**config.mk**
```make
export PLATFORM = sky130hd
export DESIGN_NAME = ervp_platform_proc_tracker
export DESIGN_NICKNAME = d
export VERILOG_FILES = /design/src/rtl/ervp_platform_controller_pkg.sv /design/src/rtl/ervp_core_stall_monitor.sv /design/src/rtl/ervp_platform_proc_tracker.sv
export SDC_FILE = /design/constraint.sdc
export NUM_CORES = 1
export LEC_CHECK = 0
export CAP_MARGIN = 10
export CORE_AREA = 2 2 103 105
export CTS_CLUSTER_DIAMETER = 150
export CTS_CLUSTER_SIZE = 30
export DETAILED_ROUTE_END_ITERATION = 10
export DIE_AREA = 0 0 105 107
export HOLD_SLACK_MARGIN = 0.08
export PLACE_DENSITY = 0.66
export SYNTH_ARGS = -nofsm -noshare
export SYNTH_HDL_FRONTEND = slang
export SYNTH_HIERARCHICAL = 1
export SYNTH_SLANG_ARGS = --single-unit
```
**constraint.sdc**
```tcl
create_clock -name clk -period 2.5 [get_ports clk]
set_clock_uncertainty 0.15 [all_clocks]
set_input_delay 0.5 -clock clk [delete_from_list [all_inputs] [get_ports clk]]
set_output_delay 0.5 -clock clk [all_outputs]
set_load 0.02 [all_outputs]
```
**src/rtl/ervp_platform_controller_pkg.sv**
```systemverilog
// ervp_platform_controller_pkg: shared encodings and constants for the platform controller
package ervp_platform_controller_pkg;
  typedef enum logic [1:0] {
    INIT_WAIT_CLAIM = 2'd0,
    INIT_WAIT_BOOT  = 2'd1,
    INIT_DONE       = 2'd2
  } init_state_e;
  localparam logic [31:0] AUTOID_NONE = 32'hFFFF_FFFF;
  localparam int CLAIMED_LSB = 0;
  localparam int STALLED_LSB = 16;
  localparam logic [31:0] DEFAULT_BOOT_DONE_CODE = 32'h0000_0001;
endpackage

```
**src/rtl/ervp_core_stall_monitor.sv**
```systemverilog
// ervp_core_stall_monitor: flags a claimed core whose PC has not changed for STALL_CYCLES cycles
module ervp_core_stall_monitor #(
  parameter int STALL_CYCLES = 1024
) (
  input  logic        clk,
  input  logic        rstnn,
  input  logic        enable,
  input  logic [31:0] pc,
  output logic        stalled
);
  localparam int CW = $clog2(STALL_CYCLES + 1);
  logic [31:0]   pc_q;
  logic [CW-1:0] cnt;
  always_ff @(posedge clk or negedge rstnn)
    if (!rstnn) begin
      pc_q <= '0;
      cnt  <= '0;
    end else begin
      pc_q <= pc;
      cnt  <= (!enable || pc != pc_q) ? '0 : (stalled ? cnt : cnt + 1'b1);
    end
  assign stalled = (cnt == CW'(STALL_CYCLES));
endmodule

```
**src/rtl/ervp_platform_proc_tracker.sv**
```systemverilog
// ervp_platform_proc_tracker: core auto-ID, claim/stall status and boot-init tracking (stall monitors under PLATFORM_PROC_STALL_MONITOR_EN)
module ervp_platform_proc_tracker
  import ervp_platform_controller_pkg::*;
#(
  parameter int          NUM_CORE       = 4,
  parameter int          STALL_CYCLES   = 1024,
  parameter logic [31:0] BOOT_DONE_CODE = DEFAULT_BOOT_DONE_CODE
) (
  input  logic                  clk,
  input  logic                  rstnn,
  input  logic                  autoid_rd,
  output logic [31:0]           autoid_rdata,
  output logic [31:0]           status_rdata,
  input  logic                  boot_status_wr,
  input  logic [31:0]           boot_status_wdata,
  output logic [31:0]           boot_status_rdata,
  input  logic [32*NUM_CORE-1:0] core_pc,
  output logic                  initialized,
  output logic                  all_claimed
);
  localparam int IW = $clog2(NUM_CORE + 1);
  logic [IW-1:0]       next_id;
  logic [31:0]         boot_status;
  logic [NUM_CORE-1:0] claimed;
  logic [NUM_CORE-1:0] stalled;
  init_state_e         state;
  assign all_claimed       = (next_id == IW'(NUM_CORE));
  assign autoid_rdata      = all_claimed ? AUTOID_NONE : 32'(next_id);
  assign boot_status_rdata = boot_status;
  always_comb begin
    status_rdata = '0;
    status_rdata[CLAIMED_LSB +: NUM_CORE] = claimed;
    status_rdata[STALLED_LSB +: NUM_CORE] = stalled;
  end
  genvar g;
  generate
    for (g = 0; g < NUM_CORE; g++) begin : g_claim
      assign claimed[g] = (next_id > IW'(g));
    end
  endgenerate
`ifdef PLATFORM_PROC_STALL_MONITOR_EN
  generate
    for (g = 0; g < NUM_CORE; g++) begin : g_mon
      ervp_core_stall_monitor #(.STALL_CYCLES(STALL_CYCLES)) u_mon (
        .clk     (clk),
        .rstnn   (rstnn),
        .enable  (claimed[g]),
        .pc      (core_pc[32*(g+1)-1 -: 32]),
        .stalled (stalled[g])
      );
    end
  endgenerate
`else
  logic unused_core_pc;
  assign unused_core_pc = ^core_pc;
  assign stalled = '0;
`endif
  always_ff @(posedge clk or negedge rstnn)
    if (!rstnn) begin
      next_id     <= '0;
      boot_status <= '0;
      state       <= INIT_WAIT_CLAIM;
      initialized <= 1'b0;
    end else begin
      if (autoid_rd && !all_claimed) next_id <= next_id + 1'b1;
      if (boot_status_wr) boot_status <= boot_status_wdata;
      if (state == INIT_WAIT_CLAIM && all_claimed) state <= INIT_WAIT_BOOT;
      if (state == INIT_WAIT_BOOT && boot_status_wr && boot_status_wdata == BOOT_DONE_CODE) begin
        state       <= INIT_DONE;
        initialized <= 1'b1;
      end
    end
endmodule
```
Yosys cells after proc, flatten, opt, wreduce, memory -nomap -nowiden
Cells that the tools add are included.

word-level totals
  register bits after elaboration = 38
  input port bits = 164
  output and inout port bits = 98

cells by class
  add/sub/neg operators = 1
  magnitude comparators = 4
  equality and inequality tests = 3
  mux-type cells = 3
  reduce and logical (&&, ||, !) cells = 7

operators with widths
  operator             count
  $eq 32x1->1 const B  1
  $mux 32              1
  $gt 3x1->1 const B   2
  $gt 3x2->1 const B   2
  $logic_and 1x1->1    4
  $mux 2               2
  $add 3x1->3 const B  1
  $eq 3x3->1 const B   1
  $eq 2x1->1 const B   1
  $logic_not 2->1      1
  $reduce_bool 2->1    1
  $logic_not 1->1      1

Depth between registers and ports, before layout
  word-level depth = 4
  gate-level depth with buffers = 5
  gate-level depth less buffers = 5

Least setup slack after synthesis
No wires, ideal clock.

  path kind = reg2out
  from = register next_id[1]
  to = output autoid_rdata[10]
  arrival = 1.604 ns
  required time = 1.850 ns
  slack = 0.246 ns
  cell stages (with the launch flop) = 6
  path buffers = 1
  path through = dfrtp_1 inv_1 ha_1 nand2_1 inv_1 buf_4

between the ends
  cells in the longest elaborated chain, start to end = 2

ends and longest elaborated chain
  element                 RTL line                          text
  from (decl)             ervp_platform_proc_tracker.sv:22  logic [IW-1:0] next_id;
  from (signal assigned)  ervp_platform_proc_tracker.sv:65  if (autoid_rd && !all_claimed) next_id <= next_id + 1'b1;
  $eq 3x3->1              ervp_platform_proc_tracker.sv:27  assign all_claimed = (next_id == IW'(NUM_CORE));
  net all_claimed         ervp_platform_proc_tracker.sv:19  output logic all_claimed
  $mux 32                 ervp_platform_proc_tracker.sv:28  assign autoid_rdata = all_claimed ? AUTOID_NONE : 32'(next_id);
  to (decl)               ervp_platform_proc_tracker.sv:12  output logic [31:0] autoid_rdata,

The timed path passes the listed nets, and every way through them passes these cells.

Worst setup path after layout
  from = register next_id[1]
  to = output autoid_rdata[21]

between the ends
  cells in the longest elaborated chain, start to end = 2

ends and longest elaborated chain
  element     RTL line
  $eq 3x3->1  ervp_platform_proc_tracker.sv:27
  $mux 32     ervp_platform_proc_tracker.sv:28

No other way between the ends.

==> metrics.md <==
| Metric | Value |
|---|---|
| Worst rel slew slack | `42.4%` |
| Crit path DAT | `about 1700 ps` |
| Sequential Power Share | `30.8%` |
| Clk Latency, worst-skew pair | `just under 300 ps` |
| Sw Share | `between 40 and 50%` |
| Worst Tran Pin Value | `~860 ps` |
| P_int | `roughly 0.0015 W` |
| Top Ports | `~260` |
| IO Port Bufs | `105` |
| Global placement routability congestion | `0.745` |
| Synthesized area per cell | `11.6 µm²` |
| Final hold vios | `0` |
| Area grow syn2layout | `48.3%` |
| Cts hold-fix bufs | `0` |
| Num CTS Buffers | `5` |
| Slowest stage cell, crit path | `dfrtp_1` |
| HPWL after detailed placement | `3620 µm` |
| Initial Util | `20.0%` |
| Core Box Area | `10100 µm²` |
| Max-cap viol count | `0` |
| Hold Path Class | `in -> async` |
| Clock-pin transition on the worst setup and hold timing paths | `~70 ps` |
| CP required | `1850 ps` |
| Hold Slack | `175 ps` |
| Global route total overflow | `0` |
| Cell Area, Synth | `approximately 2000 µm²` |
| Antenna violations before repair | `0` |
| Psw | `0.000981 W` |
| CTS max path bufs | `2` |
| Most frequent CP cell | `inv_1` |
| CTS tree | `done` |
| CTS H-tree depth | `2` |
| Pwr Density | `~810 nW/µm²` |
| Power share of the clock group | `17.7%` |
| Total Routed Length | `roughly 4500 µm` |
| Die height | `107 µm` |
| Total Routing Usage GR | `7.85%` |
| Final ANT Viol Nets | `0` |
| Initial DRC count | `41` |
| VDD IR max | `0.376 mV` |
| Critical path class | `reg -> out` |
| Final setup fails | `0` |
| Clk root buf | `clkbuf_8` |
| Share of the synthesized area in the top cell type | `47.2%` |
| RSZ-0062 raised after global routing | `true` |
| Fin. max-slew vios | `0` |
| Pleak | `1.39 nW` |
| Clock Sinks | `38` |
| Worst r2r path cells | `6` |
| Synth unique cells | `20` |
| Top cells by area, synth | `dfrtp_1 (47%), buf_4 (22%), mux2_2 (18%), ha_1 (2.5%), nor4_1 (2.2%)` |
| Fmax | `about 0.42 GHz` |
| Critical-path maximum fanout | `30` |
| Worst path cell trace | `inv_1 > ha_1 > nand2_1 > inv_1 > buf_12 > dlygate4sd2_1` |
| Vias/cell | `3.60` |
| Combinational power share | `51.4%` |
| N_diodes | `0` |
| Vias in the first global route | `1464` |
| Commonest cells after routing, fill and taps aside | `clkdlybuf4s50_1 (70), dfrtp_1 (38), mux2_2 (33)` |
| Min cycle time layout | `2380 ps` |
| Chip width | `105 µm` |
| Mean routed wirelength per cell | `11.5 µm` |
| Post-Syn Instances | `between 150 and 200` |
| Global-route wire length before repair | `7040 µm` |
| CP Launch Type | `flop` |
| Largest net degree at the start of global routing | `39` |
| Seq/Total Area, Yosys | `a little under half` |
| #FFs+latches synth | `38` |
| Drt pass-1 iters | `4` |
| Period utilisation layout | `between 90 and 100%` |
| Cell taking the most area after synthesis | `dfrtp_1` |
| Yosys warning count | `6` |
| Post-CTS Setup Inserts | `0` |
| Full die area | `between 10000 and 15000 µm²` |
| Cell Rows | `37` |
| Final setup margin | `roughly 120 ps` |
| CP max stage delay | `430 ps` |
| Remaining DRCs | `0` |
| Run status | `completed` |
| Vias | `approximately 1400` |
| Final nets | `423` |
| Setup WS pre-CTS | `125 ps` |
| Critical path capture point type | `output pin` |
| Commonest non-fill, non-tap cell in the layout | `clkdlybuf4s50_1` |
| Fraction of layout cells with a size suffix above 1 | `18.0%` |
[layout make-up]
class	instances	area (µm²)
sequential	38	951
multi-input combinational	93	684
fill	1100	7100
inverter	7	26.3
timing repair buffer	110	1060
tap	136	170
clock inverter	1	5.00
clock buffer	7	86.3
[final timing paths]
check | start | slack (ps) | endpoint
setup reg to reg | next_id[1] | 820 | next_id[1]
setup / recovery | next_id[1] | 120 | autoid_rdata[21]
hold / removal | rstnn | 180 | boot_status_rdata[24]
max in group asynchronous | rstnn | 1480 | boot_status_rdata[12]
hold reg to reg | initialized | 330 | initialized
min in group clk | initialized | 330 | initialized
[through the flow]
stage          util, %  instances  area [µm²]  setup TNS [ps]  total power [W]
6_report          29.6        392        2990               0          0.00243
5_1_grt           29.6        392        2990          -0.647          0.00259
4_1_cts           29.5        392        2980               0          0.00249
3_5_place_dp      29.0        384        2930               0          0.00219
3_3_place_gp      29.0        384        2930               0          0.00217
2_1_floorplan        -        200        2120               0          0.00171
[critical path: cells and delay by family, from the launching register on]
kind	cells	cell delay (ps)
buffers and inverters	4	740
DFF	1	430
adders and majority gates	1	190
and+or+nand+nor	1	80
[synth_stat cells (all sizes together)]
cell	instances
buf	61
dfrtp	38
mux2	33
inv	7
nand2	7
nor4	7
ha	4
o21ai	3
nor2	2
o31ai	2
a21oi	1
and4b	1
clkbuf	1
conb	1
nand3	1
nand4	1
nor3	1
o32a	1
xnor2	1
[power groups by stage]
stage | sequential [W] | combinational [W] | clock (W)
2_1_floorplan | 0.000818 | 0.000889 | 0
3_3_place_gp | 0.000760 | 0.00141 | 0
3_5_place_dp | 0.000763 | 0.00143 | 0
4_1_cts | 0.000751 | 0.00128 | 0.000463
5_1_grt | 0.000763 | 0.00134 | 0.000488
6_report | 0.000751 | 0.00125 | 0.000431
[metal layers]
metal | global-route usage [%] | wire [µm] | vias up | part of all wire (%)
li1 | - | - | 654 | -
met1 | 8.11 | 1660 | 662 | 37
met2 | 13.9 | 2200 | 93 | 49
met3 | 4.19 | 609 | 4 | 14
met4 | 2.00 | 36 | 0 | 0.80
met5 | 0 | 0 | - | 0
[kinds of logic after synthesis]
kind of cell	synth area share [%]
muxes	18.4
adders and majority gates	2.48
other	0.186
and+or+nand+nor	5.16
buffers and inverters	23.9
AOI/OAI and AO/OA	2.24
DFF	47.2
xor gates and xnor gates	0.435
[registers in the layout, summed over array words and instances, names as in the netlist]
register	count
next_id	3
initialized	1
boot_status_rdata	32
state	2
[repair_timing]
action,4_1_cts,5_1_grt
gates resized for setup,32,5
cloned,0,0
setup endpoints to repair,32,4
Note: power is estimated with default switching activity, not from simulation.
